[src/rtl/div_issue_ctrl.sv]
// RV32M divide issue control: special cases, divider launch, flush drain.
// Optional last-result cache enabled by defining DIV_RESULT_CACHE_EN.
module div_issue_ctrl #(
  parameter int DW      = 32,
  parameter int TIMEOUT = 40
) (
  input  logic          clk,
  input  logic          rst,
  input  logic          ex_valid_i,
  input  logic          is_div_i,
  input  logic [2:0]    funct3_i,
  input  logic [DW-1:0] rs1_i,
  input  logic [DW-1:0] rs2_i,
  input  logic [4:0]    rd_i,
  input  logic          flush_i,
  output logic [DW-1:0] div_dividend_o,
  output logic [DW-1:0] div_divisor_o,
  output logic          div_signed_o,
  output logic          div_en_o,
  input  logic [DW-1:0] div_quot_i,
  input  logic [DW-1:0] div_rem_i,
  input  logic          div_done_i,
  output logic          stall_o,
  output logic          wb_valid_o,
  output logic [4:0]    wb_rd_o,
  output logic [DW-1:0] wb_data_o,
  output logic          err_o
);

  localparam logic [2:0] S_IDLE  = 3'd0;
  localparam logic [2:0] S_ISSUE = 3'd1;
  localparam logic [2:0] S_WAIT  = 3'd2;
  localparam logic [2:0] S_DRAIN = 3'd3;
  localparam logic [2:0] S_DONE  = 3'd4;

  localparam int CW = $clog2(TIMEOUT + 1);
  localparam logic [DW-1:0] MIN  = {1'b1, {(DW-1){1'b0}}};
  localparam logic [DW-1:0] ONES = {DW{1'b1}};

  logic [2:0]    state;
  logic [CW-1:0] cnt;
  logic          sel_rem;

  logic          accept;
  logic          sgn_in;
  logic          rem_in;
  logic          zero_div;
  logic          ovf;
  logic          special;
  logic [DW-1:0] special_data;
  logic          timeout;
  logic          hit;
  logic [DW-1:0] hit_data;
  logic          unused_f3;

  // is_div_i already implies funct3[2]
  assign unused_f3 = funct3_i[2];

  assign accept = (state == S_IDLE) & ex_valid_i
                & is_div_i & ~flush_i;
  assign sgn_in = ~funct3_i[0];
  assign rem_in = funct3_i[1];

  assign zero_div = (rs2_i == '0);
  assign ovf      = sgn_in & (rs1_i == MIN)
                  & (rs2_i == ONES);
  assign special  = zero_div | ovf;

  always_comb begin
    special_data = '0;
    if (zero_div)
      special_data = rem_in ? rs1_i : ONES;
    else
      special_data = rem_in ? '0 : rs1_i;
  end

  assign timeout = (cnt == CW'(TIMEOUT - 1));

`ifdef DIV_RESULT_CACHE_EN
  logic          c_valid;
  logic [DW-1:0] c_rs1;
  logic [DW-1:0] c_rs2;
  logic          c_sgn;
  logic [DW-1:0] c_quot;
  logic [DW-1:0] c_rem;
  logic          c_fill;

  assign hit = c_valid & (c_rs1 == rs1_i)
             & (c_rs2 == rs2_i) & (c_sgn == sgn_in);
  assign hit_data = rem_in ? c_rem : c_quot;
  assign c_fill = (state == S_WAIT) & div_done_i
                & ~flush_i;

  always_ff @(posedge clk) begin
    if (rst) begin
      c_valid <= 1'b0;
      c_rs1   <= '0;
      c_rs2   <= '0;
      c_sgn   <= 1'b0;
      c_quot  <= '0;
      c_rem   <= '0;
    end else if (c_fill) begin
      c_valid <= 1'b1;
      c_rs1   <= div_dividend_o;
      c_rs2   <= div_divisor_o;
      c_sgn   <= div_signed_o;
      c_quot  <= div_quot_i;
      c_rem   <= div_rem_i;
    end
  end
`else
  assign hit      = 1'b0;
  assign hit_data = '0;
`endif

  always_ff @(posedge clk) begin
    if (rst) begin
      state          <= S_IDLE;
      cnt            <= '0;
      sel_rem        <= 1'b0;
      div_dividend_o <= '0;
      div_divisor_o  <= '0;
      div_signed_o   <= 1'b0;
      wb_rd_o        <= '0;
      wb_data_o      <= '0;
      err_o          <= 1'b0;
    end else begin
      err_o <= 1'b0;
      case (state)
        S_IDLE: begin
          if (accept) begin
            wb_rd_o        <= rd_i;
            sel_rem        <= rem_in;
            div_dividend_o <= rs1_i;
            div_divisor_o  <= rs2_i;
            div_signed_o   <= sgn_in;
            if (special) begin
              wb_data_o <= special_data;
              state     <= S_DONE;
            end else if (hit) begin
              wb_data_o <= hit_data;
              state     <= S_DONE;
            end else begin
              state <= S_ISSUE;
            end
          end
        end
        S_ISSUE: begin
          cnt   <= '0;
          state <= flush_i ? S_DRAIN : S_WAIT;
        end
        S_WAIT: begin
          cnt <= cnt + 1'b1;
          if (div_done_i) begin
            if (flush_i) begin
              state <= S_IDLE;
            end else begin
              wb_data_o <= sel_rem ? div_rem_i
                                   : div_quot_i;
              state     <= S_DONE;
            end
          end else if (flush_i) begin
            state <= S_DRAIN;
          end else if (timeout) begin
            wb_data_o <= '0;
            err_o     <= 1'b1;
            state     <= S_DONE;
          end
        end
        S_DRAIN: begin
          cnt <= cnt + 1'b1;
          if (div_done_i) begin
            state <= S_IDLE;
          end else if (timeout) begin
            err_o <= 1'b1;
            state <= S_IDLE;
          end
        end
        S_DONE: begin
          state <= S_IDLE;
        end
        default: begin
          state <= S_IDLE;
        end
      endcase
    end
  end

  assign div_en_o   = (state == S_ISSUE);
  assign wb_valid_o = (state == S_DONE) & ~flush_i;

  always_comb begin
    stall_o = 1'b0;
    case (state)
      S_IDLE:  stall_o = accept;
      S_ISSUE: stall_o = 1'b1;
      S_WAIT:  stall_o = 1'b1;
      S_DRAIN: stall_o = ex_valid_i & is_div_i;
      default: stall_o = 1'b0;
    endcase
  end

endmodule
[config.mk]
export PLATFORM = sky130hd
export DESIGN_NAME = div_issue_ctrl
export DESIGN_NICKNAME = d
export VERILOG_FILES = /design/src/rtl/div_issue_ctrl.sv
export SDC_FILE = /design/constraint.sdc
export NUM_CORES = 1
export LEC_CHECK = 0
export ABC_AREA = 1
export BUFFER_PORTS_ARGS = -buffer_cell sky130_fd_sc_hd__buf_2
export CAP_MARGIN = 25
export CORE_UTILIZATION = 48
export CTS_CLUSTER_SIZE = 20
export DETAILED_ROUTE_END_ITERATION = 16
export PLACE_DENSITY_LB_ADDON = 0.25
export SYNTH_ARGS = -nofsm -noshare
export SYNTH_HDL_FRONTEND = slang
export SYNTH_SLANG_ARGS = --single-unit
[constraint.sdc]
create_clock -name clk -period 2.3 [get_ports clk]
set_clock_uncertainty 0.15 [all_clocks]
set_input_delay 0.23 -clock clk [delete_from_list [all_inputs] [get_ports clk]]
set_output_delay 0.23 -clock clk [all_outputs]
set_load 0.02 [all_outputs]
Word-level counts from Yosys, hierarchy flattened
Index checks and enable logic that the tools add are counted.
{"block": "totals", "reg_bits": 113, "latch_bits": 0, "mem_bits_rw": 0, "mem_bits_ro": 0, "input_bits": 142, "out_inout_bits": 106, "elab_cells": 70, "memories": 0}
{"block": "op_classes", "add_sub_neg": 1, "n_mul": 0, "div": 0, "magnitude_cmp": 0, "eq_ne": 13, "n_shift": 0, "muxes": 28, "n_bitwise": 10, "reduce_logical": 9}
{"operator": "$mux 32", "n": 10}
{"operator": "$eq 32x32->1 const B", "n": 2}
{"operator": "$pmux 32 s2", "n": 1}
{"operator": "$logic_not 32->1", "n": 1}
{"operator": "$mux 3", "n": 8}
{"operator": "$pmux 3 s4", "n": 1}
{"operator": "$pmux 6 s2", "n": 1}
{"operator": "$and 1x1->1", "n": 7}
{"operator": "$add 6x1->6 const B", "n": 1}
{"operator": "$eq 3x2->1 const B", "n": 2}
{"operator": "$eq 6x6->1 const B", "n": 1}
{"operator": "$ne 2x2->1 const B", "n": 3}
{"operator": "$ne 3x3->1 const B", "n": 2}
{"operator": "$mux 1", "n": 5}
{"operator": "$reduce_and 5->1", "n": 1}
{"operator": "$ne 4x4->1 const B", "n": 1}
{"operator": "$reduce_bool 2->1", "n": 2}
{"operator": "$reduce_or 2->1", "n": 2}
{"operator": "$eq 3x1->1 const B", "n": 1}
{"operator": "$eq 3x3->1 const B", "n": 1}
{"operator": "$logic_not 3->1", "n": 1}
{"operator": "$pmux 1 s3", "n": 1}
{"operator": "$reduce_and 3->1", "n": 1}
{"operator": "$not 1->1", "n": 2}
{"operator": "3 further kinds", "n": 3}

Longest topological paths before layout
Gate-level depths: netlist of the first run.
{"block": "logic_depth", "depth_word": 7, "mapped_depth": 15}

Worst setup path after synthesis of the first run
OpenSTA, ideal clock, no wires.
{"block": "synth_path", "path_kind": "reg2out", "start": "reg state[2]", "end": "out stall_o", "arrival_ns": 1.512, "required_time_ns": 1.920, "slack_ns": 0.408, "path_stages_with_launch": 8, "n_path_buf": 2, "cell_sequence": "dfxtp_1 > nor2_1 > nand2_1 > nor3_4 > buf_2 > clkbuf_1 > nor3_1 > o21ai_0"}
{"block": "synth_between", "elab_chain_len": 5, "word_cells_on_any_way": 9, "classes_between": "eq/ne: 3; mux: 1; bitwise: 3; reduce/logical: 2"}
{"item": "start: declaration", "line_no": "40", "text": "logic [2:0] state;"}
{"item": "start signal: assignment", "line_no": "150", "text": "state <= flush_i ? S_DRAIN : S_WAIT;"}
{"item": "$logic_not 3->1", "line_no": "59, 194"}
{"item": "$and 1x1->1", "line_no": "59", "text": "assign accept = (state == S_IDLE) & ex_valid_i"}
{"item": "$and 1x1->1 (2 in a row)", "line_no": "60", "text": "& is_div_i & ~flush_i;"}
{"item": "$pmux 1 s3 (*)", "line_no": "194", "text": "case (state)"}
{"item": "end: declaration", "line_no": "23", "text": "output logic stall_o,"}
Every way passes the cells marked *; elsewhere a longest branch is shown, timed or not.

Final worst setup path of the first run
Same ends and word-level chain as after synthesis.

==> flow_summary.rst, run 1 <==
.. list-table::
   :header-rows: 1

   * - Metric
     - Value
   * - Share of flip-flops with an asynchronous set or reset after synthesis
     - 0
   * - Global-route congestion overflow total
     - 0
   * - PortBufs
     - 246
   * - Mean instance size in the synthesized netlist
     - 6.52 µm²
   * - Kind of start point of the critical path
     - flip-flop
   * - Compound-gate portion of the synthesized area
     - 0.260
   * - Number of placed cells counting well taps
     - 1210
   * - Nets
     - 1303
   * - Core ar.
     - 11500 µm²
   * - Count of final setup violators
     - 0
   * - Maximum number of pins on one net before global-route repair
     - 67
   * - Critical Path Fanout Max
     - 4
   * - Number of buffers added by the clock tree synthesis step
     - 17
   * - Type of destination of the critical path
     - primary output
   * - Post-detailed-route count of antenna-violating nets
     - 0
   * - Netlist cell types
     - 26
   * - Setup Total Neg Slack
     - 0 ns
   * - Antenna cells
     - 0
   * - Dominant register cell in the synthesized netlist
     - sky130_fd_sc_hd__dfxtp_1
   * - Outcome
     - finished clean
   * - Fin. Hold Viols
     - 0
   * - Share of the clock period used by the worst path after layout
     - 0.947
   * - DRC viols
     - 0
   * - Leakage component of the power
     - 4.03 nW
   * - Vertical die dimension
     - 111 µm
   * - Number of vias per cell after detailed routing
     - 5.51
   * - Number of non-filler instances in the completed layout
     - 1316
   * - Die Width
     - 111 µm
   * - Sequential Area
     - between 2000 and 2500 µm²
   * - Total of max-cap violations
     - 0
   * - Clk buf depth
     - 2
   * - Tot GR Track Use
     - 0.325
   * - Average wire length per cell after detail routing
     - 15.8 µm
   * - Number of H-tree levels
     - 4
   * - FP Rows
     - 39
   * - Hold path depth
     - 3
   * - Drt pass-1 iters
     - 5
   * - Post-synth EDFFs
     - 0
   * - Number of top-level pins
     - 248
   * - Number of antenna violations at the first check in global routing
     - 0
   * - Net count after synthesis
     - around 1000
   * - Worst setup path class
     - flip-flop to primary output
   * - Synthesized-area fraction occupied by adder cells
     - 0.00221
   * - Max IR drop VDD
     - 0.000758 V
   * - CTS Root Cell
     - sky130_fd_sc_hd__clkbuf_16
   * - Multiplexer share of the synthesized area
     - 0
   * - Routability congestion estimate from global placement
     - 0.849
   * - Data arrival time of the worst path
     - 1.80 ns
   * - Count of warnings emitted by yosys
     - 0
   * - Multi-input combinational cell area
     - 2930 µm²
   * - Filler instances
     - 922
   * - Power density over the cells
     - ~870 nW/µm²
   * - Overall routed net length
     - approximately 21 mm
   * - RSZ-0062 raised after global routing
     - false
   * - Clock-pin slew on the worst setup and hold paths
     - 0.06 ns
   * - Sequential cell area fraction in the yosys report
     - 0.399
   * - Num Clock Sinks
     - 113
   * - Length in cells of the worst reg-to-reg path
     - 9
   * - Simple-gate share of the synthesized area
     - 0.253
   * - Post-synthesis instance area
     - about 5700 µm²
   * - Number of synthesized register bits
     - 113
   * - Minimum clock period after layout
     - 2.18 ns
   * - Slew @ Worst Pin
     - 0.480 ns
   * - Post-synthesis xor/xnor area fraction
     - 0
   * - Layout overhead on the synthesized area
     - 47.0%
   * - Worst-Skew Late Latency
     - 0.41 ns
   * - Total via count in the routed design
     - 7246
   * - Combinational family with the most area after synthesis
     - compound AO/OA/AOI/OAI gates
   * - Detailed Route Iter0 Violations
     - 527
   * - Max Freq
     - 0.459 GHz
   * - Die Outline Area
     - roughly 12000 µm²
   * - Via count of the first global-routing pass
     - 6551
   * - Normalized max-slew margin
     - 0.679
   * - Worst min-delay path category
     - input pin to flip-flop
   * - Number of max-slew violations in the final report
     - 0
   * - Effective utilization at floorplan
     - 0.494
   * - Final standard cell utilization of the core
     - 0.726
   * - Layout cell share with drive strength beyond 1
     - 0.269
   * - Clock tree from TritonCTS
     - built
   * - CP required
     - 1.92 ns
   * - Wire length of the first global-routing pass
     - 32.3 mm
   * - Total half-perimeter wirelength after legalization and detailed placement
     - between 10 and 15 mm
   * - Cell count after synthesis
     - 868
==> area by class of cell <==
class	instances	area share
timing repair buffer	340	0.266
inverter	52	0.0235
sequential	113	0.272
multi-input combinational	636	0.352
tap	143	0.0215
clock inverter	14	0.0132
clock buffer	18	0.0516
==> sequential cells by signal, summed over array words and instances, names as in the netlist <==
signal,cells
div_dividend_o,32
div_divisor_o,32
wb_data_o,32
cnt,6
wb_rd_o,5
state,3
div_signed_o,1
err_o,1
sel_rem,1
==> cell usage in the layout (no fill, tap or decap), drive strengths merged, types with 21 or more instances in the layout <==
cell type / synthesis / final
nand2: 144 / 144
dfxtp: 113 / 113
o21ai: 77 / 77
nand3: 45 / 45
buf: 18 / 271
dlygate4sd3: 0 / 66
o22ai: 32 / 32
clkbuf: 49 / 21
a21oi: 169 / 169
inv: 52 / 54
nor2: 150 / 150
==> path summary, 6_finish.rpt <==
check                                  start                         endpoint  slack, ns
setup / recovery       state[2]$_SDFFE_PP0P_                          stall_o       0.12
hold / removal                     rs1_i[31]  div_dividend_o[31]$_SDFFE_PP0P_       0.01
setup reg to reg       state[2]$_SDFFE_PP0P_   div_divisor_o[14]$_SDFFE_PP0P_       0.21
hold reg to reg   wb_data_o[23]$_SDFFE_PP0P_       wb_data_o[23]$_SDFFE_PP0P_       0.32
==> logic make-up (layout without fill, tap and decap cells) <==
family                     count (synthesis)  after routing
buffers and inverters                    119            424
AOI/OAI and AO/OA                        283            283
adders and majority gates                  1              1
and+or+nand+nor                          352            352
DFF                                      113            113
==> synthesized netlist by cell type (all sizes together) (4+ instances only) <==
| master | n | area [µm²] |
|---|---|---|
| a21oi | 169 | 846 |
| buf | 18 | 106 |
| clkbuf | 49 | 184 |
| dfxtp | 113 | 2260 |
| inv | 52 | 195 |
| nand2 | 144 | 541 |
| nand3 | 45 | 225 |
| nand4 | 7 | 43.8 |
| nor2 | 150 | 566 |
| nor3 | 4 | 42.5 |
| o21ai | 77 | 385 |
| o22ai | 32 | 200 |
==> critical path, cell delays in order, from the launching register on <==
cell and delay, ns:
sky130_fd_sc_hd__dfxtp_1 0.35, sky130_fd_sc_hd__nor2_1 0.14, sky130_fd_sc_hd__nand2_2 0.11, sky130_fd_sc_hd__nor3_4 0.30, sky130_fd_sc_hd__buf_12 0.15, sky130_fd_sc_hd__nor3_1 0.03
sky130_fd_sc_hd__o21ai_0 0.10, sky130_fd_sc_hd__buf_2 0.20
==> timing repair <==
item	in CTS	in global routing
gates resized for setup	0	3
hold endpoints to repair	71	0
endpoints found under the setup margin	0	29
setup buffers	0	5
hold buffers	66	0
==> report_power, final <==
group          internal [W]  switching (W)
Sequential          0.00221       0.000134
Clock               0.00138       0.000992
Combinational      0.000877        0.00166
==> through the flow <==
step | worst slack [ns] | power (W) | instance area (µm²) | hold slack (ns)
final | 0.122 | 0.00726 | 8320 | 0.00996
after detailed placement | 0.327 | 0.00468 | 7000 | 0.284
after global placement | 0.347 | 0.00467 | 7000 | 0.274
after floorplan | 0.408 | 0.00397 | 5660 | 0.170
after global routing | 0.00576 | 0.00765 | 8320 | 0.0350
after CTS | 0.0473 | 0.00714 | 8200 | 0.00542
==> layer usage <==
layer	up-vias	wire [µm]	global-route usage
li1	3500	-	-
met1	3262	8220	0.397
met2	399	9850	0.531
met3	85	1580	0.0642
met4	0	1080	0.191
met5	-	0	0
(Power assumes the default switching activity.)
==> run 2: changes to the inputs <==
- ABC_AREA: 1 -> unset
- CORE_UTILIZATION: 48 -> 47
==> run 2 against run 1 <==
Via count down 14%. Critical path depth is 2 higher. Total power down 13%. Global-route usage shrank 2.1 points. Critical path type is now input pin to flip-flop. Largest cell class unchanged. Largest power group is now clock.
==> flow_summary.rst, run 2 <==
.. list-table::
   :header-rows: 1

   * - Metric
     - Value
   * - List of cells traversed by the critical path
     - dlygate4sd3_1 > buf_2 > nor4_2 > nand4_1 > nor2_4 > a22o_1 > or2_2 > buf_12 > a21oi_1
   * - Num Clock Sinks
     - between 100 and 150
   * - Worst path slowest cell
     - sky130_fd_sc_hd__dlygate4sd3_1
   * - FP Rows
     - 39
   * - Detailed Route Iter0 Violations
     - 494
   * - Normalized max-slew margin
     - 0.334
   * - Number of placed cells counting well taps
     - 1019
   * - Most frequent standard cell in the layout excluding fill and tap cells
     - sky130_fd_sc_hd__buf_2
   * - Type of destination of the critical path
     - flip-flop
   * - Share of flip-flops with an asynchronous set or reset after synthesis
     - 0
   * - CTS Root Cell
     - sky130_fd_sc_hd__clkbuf_16
   * - Max Freq
     - 0.456 GHz
   * - Leakage component of the power
     - 3.63 nW
   * - Fraction of post-synthesis cell area in the top cell type by area
     - 0.412
   * - Setup Total Neg Slack
     - 0 ns
   * - Average wire length per cell after detail routing
     - around 17 µm
   * - Number of buffers added by the clock tree synthesis step
     - 17
   * - Critical Path Fanout Max
     - 20
   * - Worst min-delay path category
     - input pin to flip-flop
   * - Highest metal layer with signal wires
     - met4
   * - Data arrival time of the worst path
     - 2.33 ns
   * - Layout cell share with drive strength beyond 1
     - 0.406
   * - Worst-Skew Late Latency
     - 0.41 ns
   * - Nets
     - 1092
   * - Post-synth EDFFs
     - 0
   * - Worst setup path class
     - input pin to flip-flop
   * - Met2 Routed Length
     - 9.37 mm
   * - Biggest area contributors in the synthesized netlist
     - sky130_fd_sc_hd__dfxtp_1 41%, sky130_fd_sc_hd__nand2_1 10%, sky130_fd_sc_hd__mux2_2 6.8%
   * - Sequential cell area fraction in the yosys report
     - 0.412
   * - Number of top-level pins
     - 248
   * - Tot GR Track Use
     - 0.304
   * - Layout overhead on the synthesized area
     - 49.0%
   * - Registers with the most flip-flops
     - div_dividend_o x32, div_divisor_o x32, wb_data_o x32
   * - Total of max-cap violations
     - 0
   * - Die Width
     - 110 µm
   * - Highest-count cells in the layout ignoring fill and taps
     - 246 x sky130_fd_sc_hd__buf_2, 150 x sky130_fd_sc_hd__nand2_1, 113 x sky130_fd_sc_hd__dfxtp_1
   * - Launch point of the critical path
     - rs2_i[9]
   * - Minimum clock period after layout
     - ~2.2 ns
   * - CP required
     - 2.44 ns
   * - Global-route congestion overflow total
     - 0
   * - Top cell family by delay on the critical path
     - buffers and inverters
   * - Start point of the worst hold path
     - rs2_i[26]
   * - Post-detailed-route count of antenna-violating nets
     - 0
   * - Effective utilization at floorplan
     - 0.480
   * - Cell accounting for the most synthesized area
     - sky130_fd_sc_hd__dfxtp_1
   * - Routability congestion estimate from global placement
     - 0.872
   * - Cell count after synthesis
     - ~650
   * - Maximum number of pins on one net before global-route repair
     - 55
   * - Number of antenna violations at the first check in global routing
     - 1
   * - Count of final setup violators
     - 0
   * - Biggest cell delay along the critical path
     - 0.57 ns
   * - Core ar.
     - roughly 11000 µm²
   * - Outcome
     - finished clean
   * - Number of H-tree levels
     - 4
   * - Source of the worst register-to-register timing path
     - state[2]$_SDFFE_PP0P_
   * - Filler instances
     - 868
   * - PortBufs
     - 246
   * - Clock-pin slew on the worst setup and hold paths
     - about 0.050 ns
   * - Wire length of the first global-routing pass
     - 28.1 mm
   * - Die Outline Area
     - 12100 µm²
   * - Slew @ Worst Pin
     - ~1 ns
   * - Vertical die dimension
     - 110 µm
   * - Final standard cell utilization of the core
     - 0.716
   * - Total half-perimeter wirelength after legalization and detailed placement
     - 12.7 mm
   * - Leading cell types by count after synthesis
     - 150 x sky130_fd_sc_hd__nand2_1, 113 x sky130_fd_sc_hd__dfxtp_1, 73 x sky130_fd_sc_hd__a21oi_1
   * - Fin. Hold Viols
     - 0
   * - Drt pass-1 iters
     - 5
   * - Kind of start point of the critical path
     - input pin
   * - Critical path buffers and inverters
     - 3
   * - Number of vias per cell after detailed routing
     - 5.61
   * - Clk buf depth
     - 2
   * - Number of non-filler instances in the completed layout
     - roughly 1100
   * - Most used standard cell by instance count after synthesis
     - sky130_fd_sc_hd__nand2_1
   * - Via count of the first global-routing pass
     - 5889
   * - Dominant register cell in the synthesized netlist
     - sky130_fd_sc_hd__dfxtp_1
   * - Number of max-slew violations in the final report
     - 0
   * - Detailed-route wire length on metal 1
     - 7.58 mm
   * - Overall routed net length
     - 19.2 mm
   * - Clock tree from TritonCTS
     - built
   * - Count of warnings emitted by yosys
     - 0
   * - Mean instance size in the synthesized netlist
     - 8.46 µm²
   * - Max IR drop VDD
     - 0.000455 V
   * - Routed wire length on met3
     - between 1.5 and 2 mm
   * - Post-synthesis instance area
     - 5490 µm²
   * - Number of synthesized register bits
     - 113
   * - Power density over the cells
     - 773 nW/µm²
   * - Share of the clock period used by the worst path after layout
     - 0.953
   * - Pwr Total
     - around 0.0063 W
   * - Netlist cell types
     - 42
   * - DRC viols
     - 0
   * - Total via count in the routed design
     - about 6200
   * - Net count after synthesis
     - 791
run 2: changes by cell type after synthesis, sizes merged, moves of 6 or more:
| cell | before | now |
|---|---|---|
| nor2 | 150 | 21 |
| o21ai | 77 | 1 |
| a21oi | 169 | 103 |
| inv | 52 | 3 |
| nand3 | 45 | 5 |
| a22oi | 0 | 37 |
| mux2 | 0 | 33 |
| maj3 | 0 | 32 |
| o31ai | 0 | 32 |
| o22ai | 32 | 3 |
| nor4 | 1 | 15 |
| buf | 18 | 9 |
| nand2 | 144 | 150 |
run 2: stage by stage:
| step | hold WS [ns] | area [µm²] | worst slack (ns) |
|---|---|---|---|
| 6_report | 0.0377 | 8180 | 0.108 |
| 5_1_grt | 0.0531 | 8170 | -0.00269 |
| 4_1_cts | 0.0335 | 8100 | 0.000607 |
| 3_5_place_dp | 0.294 | 6990 | -0.435 |
| 3_3_place_gp | 0.290 | 6990 | -0.332 |
| 2_1_floorplan | 0.156 | 5490 | -0.111 |
run 2: logic make-up after synthesis:
kind of cell    count (synthesis)  share of synthesized area
compound gates                185                      0.227
fa+ha+maj                      33                     0.0607
buf+inv                        62                     0.0541
flops                         113                      0.412
mux                            35                     0.0714
simple gates                  220                      0.174
run 2: worst register-to-register path: cells and delay by family, from the launching register on:
kind | cells | cell delay [ns]
simple gates | 3 | 0.97
compound gates | 2 | 0.38
flops | 1 | 0.33
buf+inv | 1 | 0.19
run 2: area by class of cell:
type | count | area (µm²) | area share
antenna | 2 | 5.00 | 0.000612
clock buffer | 21 | 450 | 0.0551
clock inverter | 11 | 138 | 0.0168
inverter | 3 | 11.3 | 0.00138
multi-input combinational | 473 | 2980 | 0.364
sequential | 113 | 2260 | 0.277
tap | 143 | 179 | 0.0219
timing repair buffer | 341 | 2150 | 0.264
run 2: worst paths after layout:
check	endpoint	slack, ns	cells past startpoint
setup reg to reg	wb_data_o[19]$_SDFFE_PP0P_	0.16	6
hold reg to reg	div_dividend_o[25]$_SDFFE_PP0P_	0.30	2
setup / recovery	wb_data_o[19]$_SDFFE_PP0P_	0.11	9
hold / removal	div_divisor_o[26]$_SDFFE_PP0P_	0.04	4
run 2: timing repair:
action / in CTS / in global routing
endpoints found under the hold margin: 52 / 0
gates resized for setup: 0 / 6
setup buffers: 0 / 1
hold buffers: 52 / 0
endpoints found under the setup margin: 0 / 33
run 2: metal layers:
metal / up-vias / global-route usage
met5: - / 0
met4: 0 / 0.171
met3: 66 / 0.0788
met2: 343 / 0.495
met1: 2875 / 0.363
li1: 2930 / -
run 2: power breakdown:
group / switching, W / total (W) / internal, W
sequential: 0.0000800 / 0.00219 / 0.00211
combinational: 0.000912 / 0.00151 / 0.000602
clock: 0.000905 / 0.00262 / 0.00172
==> run 3: changes to the inputs <==
- CORE_UTILIZATION: 47 -> 44
==> run 3 against run 2 <==
Core utilization shrank 3.5 points. Total power rose by 4.2%. Critical path depth did not move. Largest cell class unchanged.
==> flow_summary.rst, run 3 (same netlist as run 2, synthesis figures left out) <==
.. list-table::
   :header-rows: 1

   * - Metric
     - Value
   * - Post-CTS Repair Setup Buffers
     - 0
   * - Die Width
     - 114 µm
   * - Detailed Route Iter0 Violations
     - 583
   * - Max IR drop VDD
     - roughly 0.00048 V
   * - Cell area after layout
     - 8220 µm²
   * - Critical Path Fanout Max
     - 19
   * - Combinational share of power
     - 0.230
   * - CP required
     - around 2.4 ns
   * - Launch point of the critical path
     - rs2_i[7]
   * - RSZ-0062 raised after global routing
     - false
   * - Dpl cell area
     - ~7000 µm²
   * - Start point of the worst hold path
     - rs2_i[25]
   * - Most frequent standard cell in the layout excluding fill and tap cells
     - sky130_fd_sc_hd__buf_2
   * - Layout overhead on the synthesized area
     - 49.8%
   * - Registers with the most flip-flops
     - div_dividend_o x32, div_divisor_o x32, wb_data_o x32
   * - Internal power contribution
     - 0.00471 W
   * - Share of the clock period used by the worst path after layout
     - 0.965
   * - Routability congestion estimate from global placement
     - 0.889
   * - CTS Root Cell
     - sky130_fd_sc_hd__clkbuf_16
   * - Minimum clock period after layout
     - 2.22 ns
   * - Pre-CTS setup slack
     - -0.448 ns
   * - Total of max-cap violations
     - 0
   * - Drt pass-1 iters
     - 5
   * - Number of vias per cell after detailed routing
     - roughly 5.4
   * - Length in cells of the worst reg-to-reg path
     - 6
   * - Vertical die dimension
     - 114 µm
   * - Slew @ Worst Pin
     - 0.991 ns
   * - Sw frac
     - 0.285
   * - Via count of the first global-routing pass
     - 5878
   * - Clock-pin slew on the worst setup and hold paths
     - about 0.050 ns
   * - Internal reg-to-reg setup slack
     - 0.18 ns
   * - PortBufs
     - 246
   * - Source of the worst register-to-register timing path
     - cnt[0]$_SDFFE_PP0P_
   * - Leakage component of the power
     - 3.62 nW
   * - Nets
     - 1088
   * - Number of buffers added by the clock tree synthesis step
     - 17
   * - Wire length of the first global-routing pass
     - roughly 29 mm
   * - Total half-perimeter wirelength after legalization and detailed placement
     - approximately 13 mm
   * - Maximum number of pins on one net before global-route repair
     - 71
   * - Clk pwr share
     - 0.439
   * - Num Clock Sinks
     - ~110
   * - Sequential power share
     - 0.331
   * - Fin. Hold Viols
     - 0
   * - DRC viols
     - 0
   * - Worst setup path class
     - input pin to flip-flop
   * - Effective utilization at floorplan
     - 0.455
   * - Number of max-slew violations in the final report
     - 0
   * - Global-route congestion overflow total
     - 0
   * - Core ar.
     - between 10000 and 15000 µm²
   * - Overall routed net length
     - 18.8 mm
   * - Max Freq
     - 0.451 GHz
   * - Layout cell share with drive strength beyond 1
     - 0.401
   * - Outcome
     - finished clean
   * - Antenna cells
     - 0
   * - Die Outline Area
     - roughly 13000 µm²
   * - Tot GR Track Use
     - 0.288
   * - Sw Pwr
     - 0.00188 W
   * - Power density over the cells
     - between 800 and 900 nW/µm²
   * - Average wire length per cell after detail routing
     - 16.7 µm
   * - Post-route worst hold slack
     - around 0.044 ns
   * - Final setup slack of the worst path
     - 0.0811 ns
   * - Number of top-level pins
     - approximately 250
   * - List of cells traversed by the critical path
     - dlygate4sd3_1 > buf_2 > nor4_1 > nand4_1 > nor2_4 > a22o_1 > or2_2 > buf_12 > a21oi_2
   * - Number of antenna violations at the first check in global routing
     - 1
   * - FP Rows
     - 40
   * - Data arrival time of the worst path
     - 2.35 ns
   * - Post-detailed-route count of antenna-violating nets
     - 0
   * - Filler instances
     - 945
   * - Clk buf depth
     - 2
   * - Total via count in the routed design
     - 6126
   * - Final standard cell utilization of the core
     - 0.681
   * - Worst path slowest cell
     - sky130_fd_sc_hd__dlygate4sd3_1
   * - Worst min-delay path category
     - input pin to flip-flop
   * - Type of destination of the critical path
     - flip-flop
   * - Highest-count cells in the layout ignoring fill and taps
     - 246 x sky130_fd_sc_hd__buf_2, 150 x sky130_fd_sc_hd__nand2_1, 113 x sky130_fd_sc_hd__dfxtp_1
   * - Worst-Skew Late Latency
     - 0.41 ns
   * - Hold path depth
     - 4
   * - Biggest cell delay along the critical path
     - 0.53 ns
   * - Kind of start point of the critical path
     - input pin
   * - Count of final setup violators
     - 0
   * - Number of H-tree levels
     - 4
   * - Clock tree from TritonCTS
     - built
   * - Normalized max-slew margin
     - 0.339
## run 3: stage by stage
step,total power (W),TNS (ns),cells
finish,0.00659,0,1126
global route,0.00686,0,1126
CTS,0.00660,0,1126
detailed placement,0.00363,-13.87,1041
global placement,0.00360,-10.93,1041
floorplan,0.00310,-3.34,648
## run 3: worst max-delay path: cells and delay by family
| kind | cells | cell delay, ns |
|---|---|---|
| compound gates | 2 | 0.31 |
| buf+inv | 3 | 0.87 |
| simple gates | 4 | 0.93 |
## run 3: worst paths after layout
kind                                                       end
worst max-delay path                 wb_data_o[1]$_SDFFE_PP0P_
worst min-delay path            div_divisor_o[25]$_SDFFE_PP0P_
worst max register to register           state[2]$_SDFFE_PP0P_
worst min register to register  div_divisor_o[25]$_SDFFE_PP0P_
## run 3: layout make-up
cell class | count | area (µm²) | area share
flip-flops and latches | 113 | 2260 | 0.275
well taps | 168 | 210 | 0.0256
inverters | 3 | 11.3 | 0.00137
clock inverters | 10 | 180 | 0.0219
repair buffers | 337 | 2130 | 0.259
multi-input cells | 473 | 2950 | 0.359
clock buffers | 22 | 474 | 0.0577
## run 3: power groups by stage
stage / clock, W / combinational, W / sequential, W
after detailed placement: 0 / 0.00142 / 0.00222
after CTS: 0.00293 / 0.00149 / 0.00218
after global routing: 0.00303 / 0.00163 / 0.00220
final: 0.00289 / 0.00151 / 0.00218
after floorplan: 0 / 0.000740 / 0.00236
after global placement: 0 / 0.00138 / 0.00221
## run 3: timing repair
item / in CTS / in global routing
setup endpoints to repair: 1 / 23
pin swaps: 2 / 1
hold buffers: 53 / 0
resized for setup: 0 / 3
endpoints found under the hold margin: 53 / 0
## run 3: metal layers
layer	track usage	routed length (µm)	up-vias
met2	0.478	9070	326
li1	-	-	2918
met4	0.156	645	0
met3	0.0696	1460	57
met5	0	0	-
met1	0.343	7660	2825
